`src/rtl/adaptive_filter_tdm.sv`:
```
// adaptive_filter_tdm: NUM_CH-way interleaved FIR + feedback filter
// with two coefficient banks, flushing mode switch, saturation, backpressure.
module adaptive_filter_tdm #(
  parameter int WL     = 14,
  parameter int FL     = 6,
  parameter int CWL    = 10,
  parameter int CFL    = 8,
  parameter int TAPS   = 5,
  parameter int NUM_CH = 4,
  localparam int CHW   = (NUM_CH > 1) ? $clog2(NUM_CH) : 1,
  localparam int AW    = $clog2(TAPS)
) (
  input  logic           clk,
  input  logic           arst_n,
  input  logic [WL-1:0]  s_tdata,
  input  logic [CHW-1:0] s_tchan,
  input  logic           s_tvalid,
  output logic           s_tready,
  input  logic           mode_req,
  output logic           mode_cur,
  input  logic           coef_we,
  input  logic           coef_bank,
  input  logic [AW-1:0]  coef_addr,
  input  logic [CWL-1:0] coef_wdata,
  output logic           coef_err,
  output logic [WL-1:0]  m_tdata,
  output logic [CHW-1:0] m_tchan,
  output logic           m_tvalid,
  input  logic           m_tready,
  output logic           sat,
  output logic           busy
);

  localparam int PW   = WL + CWL;
  localparam int ACCW = WL + CWL + $clog2(TAPS);
  localparam int YW   = ACCW + 2;
  localparam int SH   = (FL + CFL) - FL;
  localparam logic signed [YW-1:0] YMAX = YW'((2 ** (WL - 1)) - 1);
  localparam logic signed [YW-1:0] YMIN = YW'(-(2 ** (WL - 1)));

  typedef enum logic [1:0] {
    ST_INIT, ST_RUN, ST_DRAIN, ST_FLUSH
  } state_t;

  state_t state_q, state_d;
  logic   mode_q, mode_d;

  logic signed [CWL-1:0] coef_q [2][TAPS];
  logic signed [CWL-1:0] coef_d [2][TAPS];
  logic signed [WL-1:0]  hist_q [NUM_CH][TAPS-1];
  logic signed [WL-1:0]  hist_d [NUM_CH][TAPS-1];
  logic signed [WL-1:0]  fb_q [NUM_CH];
  logic signed [WL-1:0]  fb_d [NUM_CH];

  logic signed [WL-1:0]  win_q [TAPS];
  logic signed [WL-1:0]  win_d [TAPS];
  logic                  v1_q, v1_d;
  logic [CHW-1:0]        ch1_q, ch1_d;

  logic signed [ACCW-1:0] acc_q, acc_d;
  logic                   v2_q, v2_d;
  logic [CHW-1:0]         ch2_q, ch2_d;

  logic signed [WL-1:0]  y_q, y_d;
  logic                  sat_q, sat_d;
  logic                  v3_q, v3_d;
  logic [CHW-1:0]        ch3_q, ch3_d;
  logic                  err_q, err_d;

  logic adv, take, empty;
  logic signed [PW-1:0]   prod_c;
  logic signed [ACCW-1:0] acc_c;
  logic signed [YW-1:0]   fb_al, sum_c, rnd_c;
  logic signed [WL-1:0]   y_c;
  logic                   sat_c;

  assign adv      = !v3_q || m_tready;
  assign s_tready = adv && (state_q == ST_RUN);
  assign take     = s_tvalid && s_tready;
  assign empty    = !v1_q && !v2_q && !v3_q;

  assign mode_cur = mode_q;
  assign busy     = (state_q == ST_DRAIN) || (state_q == ST_FLUSH);
  assign coef_err = err_q;
  assign m_tdata  = y_q;
  assign m_tchan  = ch3_q;
  assign m_tvalid = v3_q;
  assign sat      = sat_q;

  // S2 math: full-precision dot product of the window with the active bank
  always_comb begin
    acc_c  = '0;
    prod_c = '0;
    for (int k = 0; k < TAPS; k++) begin
      prod_c = PW'(win_q[k]) * PW'(coef_q[mode_q][k]);
      acc_c  = acc_c + ACCW'(prod_c);
    end
  end

  // S3 math: add aligned feedback, round half-up, clip to output range
  always_comb begin
    fb_al = '0;
    if (mode_q) begin
      fb_al = YW'(fb_q[ch2_q]) <<< SH;
    end
    sum_c = YW'(acc_q) + fb_al;
    rnd_c = (sum_c + (YW'(1) <<< (SH - 1))) >>> SH;
    y_c   = rnd_c[WL-1:0];
    sat_c = 1'b0;
    if (rnd_c > YMAX) begin
      y_c   = YMAX[WL-1:0];
      sat_c = 1'b1;
    end else if (rnd_c < YMIN) begin
      y_c   = YMIN[WL-1:0];
      sat_c = 1'b1;
    end
  end

  // Pipeline advance, per-channel history/feedback, flush, coef writes
  always_comb begin
    hist_d = hist_q;
    fb_d   = fb_q;
    coef_d = coef_q;
    win_d  = win_q;
    v1_d   = v1_q;
    ch1_d  = ch1_q;
    acc_d  = acc_q;
    v2_d   = v2_q;
    ch2_d  = ch2_q;
    y_d    = y_q;
    sat_d  = sat_q;
    v3_d   = v3_q;
    ch3_d  = ch3_q;
    err_d  = 1'b0;
    if (adv) begin
      v1_d = take;
      v2_d = v1_q;
      v3_d = v2_q;
      if (take) begin
        ch1_d    = s_tchan;
        win_d[0] = s_tdata;
        for (int k = 1; k < TAPS; k++) begin
          win_d[k] = hist_q[s_tchan][k-1];
        end
        hist_d[s_tchan][0] = s_tdata;
        for (int k = 1; k < TAPS - 1; k++) begin
          hist_d[s_tchan][k] = hist_q[s_tchan][k-1];
        end
      end
      if (v1_q) begin
        acc_d = acc_c;
        ch2_d = ch1_q;
      end
      if (v2_q) begin
        y_d   = y_c;
        sat_d = sat_c;
        ch3_d = ch2_q;
        if (mode_q) begin
          fb_d[ch2_q] = y_c;
        end
      end
    end
    if (state_q == ST_FLUSH) begin
      for (int c = 0; c < NUM_CH; c++) begin
        fb_d[c] = '0;
        for (int k = 0; k < TAPS - 1; k++) begin
          hist_d[c][k] = '0;
        end
      end
    end
    if (coef_we) begin
      if (coef_bank == mode_q || int'(coef_addr) >= TAPS) begin
        err_d = 1'b1;
      end else begin
        coef_d[coef_bank][coef_addr] = coef_wdata;
      end
    end
  end

  // Mode-switch sequencing: stop intake, drain, flush, swap bank
  always_comb begin
    state_d = state_q;
    mode_d  = mode_q;
    unique case (state_q)
      ST_INIT:  state_d = ST_RUN;
      ST_RUN: begin
        if (mode_req != mode_q) begin
          state_d = ST_DRAIN;
        end
      end
      ST_DRAIN: begin
        if (empty) begin
          state_d = ST_FLUSH;
        end
      end
      ST_FLUSH: begin
        mode_d  = mode_req;
        state_d = ST_RUN;
      end
      default:  state_d = ST_INIT;
    endcase
  end

  // State registers; reset clears everything including coefficients
  always_ff @(posedge clk or negedge arst_n) begin
    if (!arst_n) begin
      state_q <= ST_INIT;
      mode_q  <= 1'b0;
      for (int b = 0; b < 2; b++) begin
        for (int k = 0; k < TAPS; k++) begin
          coef_q[b][k] <= '0;
        end
      end
      for (int c = 0; c < NUM_CH; c++) begin
        fb_q[c] <= '0;
        for (int k = 0; k < TAPS - 1; k++) begin
          hist_q[c][k] <= '0;
        end
      end
      for (int k = 0; k < TAPS; k++) begin
        win_q[k] <= '0;
      end
      v1_q  <= 1'b0;
      ch1_q <= '0;
      acc_q <= '0;
      v2_q  <= 1'b0;
      ch2_q <= '0;
      y_q   <= '0;
      sat_q <= 1'b0;
      v3_q  <= 1'b0;
      ch3_q <= '0;
      err_q <= 1'b0;
    end else begin
      state_q <= state_d;
      mode_q  <= mode_d;
      coef_q  <= coef_d;
      fb_q    <= fb_d;
      hist_q  <= hist_d;
      win_q   <= win_d;
      v1_q    <= v1_d;
      ch1_q   <= ch1_d;
      acc_q   <= acc_d;
      v2_q    <= v2_d;
      ch2_q   <= ch2_d;
      y_q     <= y_d;
      sat_q   <= sat_d;
      v3_q    <= v3_d;
      ch3_q   <= ch3_d;
      err_q   <= err_d;
    end
  end

endmodule

```
`config.mk`:
```
export PLATFORM = sky130hd
export DESIGN_NAME = adaptive_filter_tdm
export DESIGN_NICKNAME = d
export VERILOG_FILES = /design/src/rtl/adaptive_filter_tdm.sv
export SDC_FILE = /design/constraint.sdc
export NUM_CORES = 2
export LEC_CHECK = 0
export BUFFER_PORTS_ARGS = -buffer_cell sky130_fd_sc_hd__buf_2
export CORE_MARGIN = 1
export CORE_UTILIZATION = 40
export CTS_CLUSTER_DIAMETER = 60
export DETAILED_ROUTE_END_ITERATION = 10
export PLACE_DENSITY_LB_ADDON = 0.2
export SYNTH_ARGS = -nofsm -noshare
export SYNTH_HDL_FRONTEND = slang
export SYNTH_SLANG_ARGS = --single-unit
```
`constraint.sdc`:
```
create_clock -name clk -period 10.47 [get_ports clk]
set_input_delay 1.5705 -clock clk [delete_from_list [all_inputs] [get_ports clk]]
set_output_delay 1.5705 -clock clk [all_outputs]
set_load 0.01 [all_outputs]
```
# == Word-level counts from Yosys, hierarchy flattened ==
# Index checks and enable logic that the tools add are counted.
# W data, S select, Z words.
# classes
mul,5
n_mux,46
n_bitwise,6
reduce_logical,27
order_cmp,12
n_addsub,6
n_eq_ne,7
# op_table
cell,count
$bwmux W224,4
$mux W224,3
$demux W56 S2,4
$mux W56,7
$mux W50,4
$mul A14 B10 Y24,5
$bmux W56 S2,1
$bwmux W100,1
$mux W14,6
$bwmux W56,1
$demux W50 S1,1
$mux W42,1
$demux W10 S3,1
$add A27 B29 Y29,1
$add A29 B9 Y29 const B,1
$mux W29,1
$bmux W14 S2,1
$demux W14 S2,1
$mux W28,1
$add A26 B24 Y27,1
$add A27 B24 Y27,1
$add A25 B24 Y26,1
$add A24 B24 Y25,1
$gt A21 B14 Y1 const B,1
29 further kinds,59
# totals
elab_cells,156
reg_bits,505
input_bits,36
out_inout_bits,22

# == Logic depth before layout (Yosys ltp) ==
# logic_depth
word_depth,15
mapped_depth,33

# == Least setup slack after synthesis ==
# OpenSTA, ideal clock, no wires.
# synth_timing
kind,register to register
from,"register mode_q, in the netlist mode_cur"
to,register acc_q[24]
setup_slack_ns,1.428
arrival_time_ns,8.947
setup_time_ns,0.095
stages_incl_launch_ff,29
path_buffers,4
required_ns,10.375
period_less_slack_ns,9.042
path_cell_list,dfrtp_1 > clkbuf_1 > clkbuf_1 > buf_1 > mux2_2 > clkbuf_1 > nand2_1 > fa_1 > inv_1 > fa_1 > inv_1 > fa_1 > inv_1 > fa_1 > fa_1 > fa_1 > fa_1 > fa_1 > inv_1 > fa_1 > inv_1 > ha_1 > a211o_1 > a2111oi_0 > a21oi_1 > o311ai_1 > a21oi_1 > o21a_1 > o31ai_1
# synth_via
elab_chain_len,9
elab_cells_between_ends,13
cone_classes,4 x add/sub; 5 x mul; 3 x mux; 1 x bitwise
# synth_lines
item,line,text
from (decl),46,"logic mode_q, mode_d;"
from (signal assigned),235,mode_q <= mode_d;
$not A1 Y2 (not written as such) (*),95,prod_c = PW'(win_q[k]) * PW'(coef_q[mode_q][k]);
$mux W50 (not written as such) (*) (3 in series),95,
$mul A14 B10 Y24,95,
$add A24 B24 Y25,96,acc_c = acc_c + ACCW'(prod_c);
$add A25 B24 Y26,96,
$add A26 B24 Y27,96,
$add A27 B24 Y27 (*),96,
to (signal assigned),225,acc_q <= '0;
to (signal assigned),242,acc_q <= acc_d;
to (decl),60,"logic signed [ACCW-1:0] acc_q, acc_d;"
# Every way passes the cells marked *; elsewhere a longest branch is shown, timed or not. The select of a mux whose other input is x is not followed.
# A chain may end at the register's enable or synchronous reset.

# == Worst setup path in the final report ==
# Ends and elaborated chain as after synthesis.

==> flow_summary.toml <==
[grt]
antenna_found_initial = 0
overflow = 0
grt_use_total = 0.217
grt_pass1_vias = 35500
grt_max_degree = 141
grt_pass1_wl_mm = 210

[worst_hold_path]
hold_class = "flop to flop"

[job]
drv_cap = 0

[timing]
report.final.slew_viol_count = 0
final.period_utilization = 0.953
max_slew.worst_pin.slew_ns = 1.22
rsz0062_at_grt = "false"
tns_ns = 0
finalHoldViolations = 0
clock.fmax_mhz = 100
setup_viol = 0
slew_headroom = 0.186
period_needed_ns = 9.98
fin_worst_skew_ns = 0.0484

[synthesis]
synth_seq_cells = 498
synth_top_area_share = 0.341
synth.cell_area_um2 = 49700
synthDistinctLibCells = 64
synth_fp_nets = 6090
netlist_instances = 5006
synthTopCellsByArea = "fa_1 34%, dfrtp_1 25%, inv_1 7.2%"
synth_edf_count = 0
yosys_most_used_dff = "dfrtp_1"
yosysWarnings = 0
synth-async-reset-ratio = 1.00
syn_avg_cell_area_um2 = 9.93
yosysSeqAreaShare = 0.251
synth_top_cell_by_area = "fa_1"

[worst_setup_path]
worstReg2RegEnd = "acc_q[24]"
end_kind = "flop"
worstSetupStartpoint = "mode_cur"
worstSetupEndpoint = "acc_q[24]"
reg2regPathDepth = 23
arrival_ns = 10.55
cp_data_required_time_ns = 11.05
timing.rr.start = "mode_cur"
start_kind = "flop"
path_class = "flop to flop"
cp_max_fo = 24
r2r_slack_ns = 0.49

[layout]
antenna_cells = 0
regArea_um2 = 12500
area_growth_pct = 7.49
fin_nets = 5997
drive_above_1_share = 0.0932
multi_input_area_um2 = 32700
fillers = 12000

[clock_network]
clk_path_buf_depth = 3
htreeDepth = 2
cts-buffers-inserted = 60
clock-sinks = 498
cts_tree = "built"
path_clk_slew_ns = 0.06
cts_root_buffer = "clkbuf_16"
insertion_delay_ns = 0.67

[drt]
drt_iter0_drc = 2122
vias = 33300
routed_wl_mm = 130
dr.pass1.iters = 5
drcViolationCount = 0
wl_per_cell_um = 19.8
viasPerCell = 5.06
postRouteAntennaNets = 0

[place]
dpl.hpwl_mm = 102
io_buffers = 57
gp_congestion = 0.856

[floorplanning]
die_h_um = 355
start_util = 0.406
io_pins = 58
core-area_um2 = 123000
floorplan.die_area_um2 = 126000
row_count = 128
die_x_um = 355

[outcome]
status = "completed"
==> metal layers <==
layer  GRT usage  part of all wire
met1       0.301              0.44
met2       0.359              0.49
met3      0.0305             0.048
met4      0.0556             0.027
met5           0                 0
==> layout by cell type (no fill, tap or decap), types with 19 or more instances in the layout <==
cell type,n
buf_4,51
nand3_1,19
nor2b_1,123
fa_1,848
nor2_1,97
o21ai_0,213
a211oi_1,20
clkbuf_16,61
a22oi_1,54
xnor2_1,37
or2_2,35
mux4_2,69
and2_1,200
ha_1,199
a21oi_1,140
nand2b_1,21
buf_2,55
dfrtp_1,497
inv_1,955
nand2_1,933
mux2_2,139
==> logic make-up (layout without fill, tap and decap cells) <==
group / after synthesis / after routing / share of synthesized area
AOI/OAI and AO/OA: 494 / 494 / 0.0573
DFF: 498 / 498 / 0.251
muxes: 223 / 223 / 0.0657
xor gates and xnor gates: 49 / 49 / 0.00863
buffers and inverters: 1219 / 1169 / 0.0928
adders and majority gates: 1048 / 1048 / 0.392
and+or+nand+nor: 1475 / 1475 / 0.133
==> cells in the mapped netlist (6+ instances only) <==
cell type and number:
inv_1 955, nand2_1 934, fa_1 848, dfrtp_1 498, clkbuf_1 232, o21ai_0 213, and2_1 200, ha_1 200
a21oi_1 143, mux2_2 139, nor2b_1 123, nor2_1 101, mux4_2 69, a22oi_1 54, xnor2_1 37, or2_2 35
buf_1 23, nand2b_1 21, a211oi_1 20, nand3_1 19, mux2i_1 15, nor3_1 12, xor2_1 12, a21o_1 10
o211ai_1 9, a31oi_1 7, and3_1 7, o21a_1 7, nor4_1 6
==> cell type report <==
cell class	count	area share
multi-input cells	3289	0.612
flip-flops and latches	498	0.233
inverters	955	0.0671
well taps	1625	0.0380
clock buffers	86	0.0320
repair buffers	109	0.0133
clock inverters	19	0.00391
==> sequential cells by signal, summed over array words and instances (netlist names), 14 cells and up <==
signal   cells
hist_q     224
fb_q        56
coef_q     100
acc_q       20
win_q       70
m_tdata     14
==> timing repair <==
action / 4_1_cts / 5_1_grt
gates resized for setup: 0 / 0
buffers inserted: 0 / 1
hold buffers: 0 / 0
endpoints found under the setup margin: 0 / 3
==> worst min-delay path by stage <==
stage / cells past startpoint / startpoint / end / slack (ns)
floorplan: 2 / ch1_q[0] / ch1_q[0] / 0.44
detailed placement: 2 / m_tchan[0] / m_tchan[0] / 0.46
global route: 2 / hist_q[30] / hist_q[30] / 0.49
global placement: 2 / hist_q[123] / hist_q[123] / 0.46
CTS: 2 / m_tchan[0] / m_tchan[0] / 0.48
finish: 2 / m_tchan[0] / m_tchan[0] / 0.47
==> through the flow <==
step	cells	instance area, µm²	hold slack, ns	setup slack, ns	util
after floorplan	5006	49700	0.442	1.43	-
after global placement	6475	51500	0.456	0.650	0.420
after detailed placement	6475	51500	0.462	0.400	0.420
after CTS	6580	53400	0.477	0.364	0.436
after global routing	6581	53500	0.493	0.0552	0.436
final	6581	53500	0.472	0.494	0.436
==> worst max-delay path, cell delays in order, from the launching register on <==
cell and delay (ns):
dfrtp_4 0.77, buf_4 0.33, mux2_2 0.36, nand2_1 0.14, fa_1 0.89, fa_1 0.53
fa_1 0.49, inv_1 0.05, fa_1 0.56, fa_1 0.45, fa_1 0.60, fa_1 0.44
fa_1 0.49, inv_1 0.07, fa_1 0.48, inv_1 0.04, ha_1 0.33, a211o_1 0.34
a2111oi_0 0.79, a21oi_1 0.34, o311ai_1 0.69, a21oi_1 0.21, o21a_1 0.20, o31ai_1 0.20
Power is left out: the tool's default activity adds up to more than one toggle a clock period on the data nets, which glitch-free logic cannot reach.
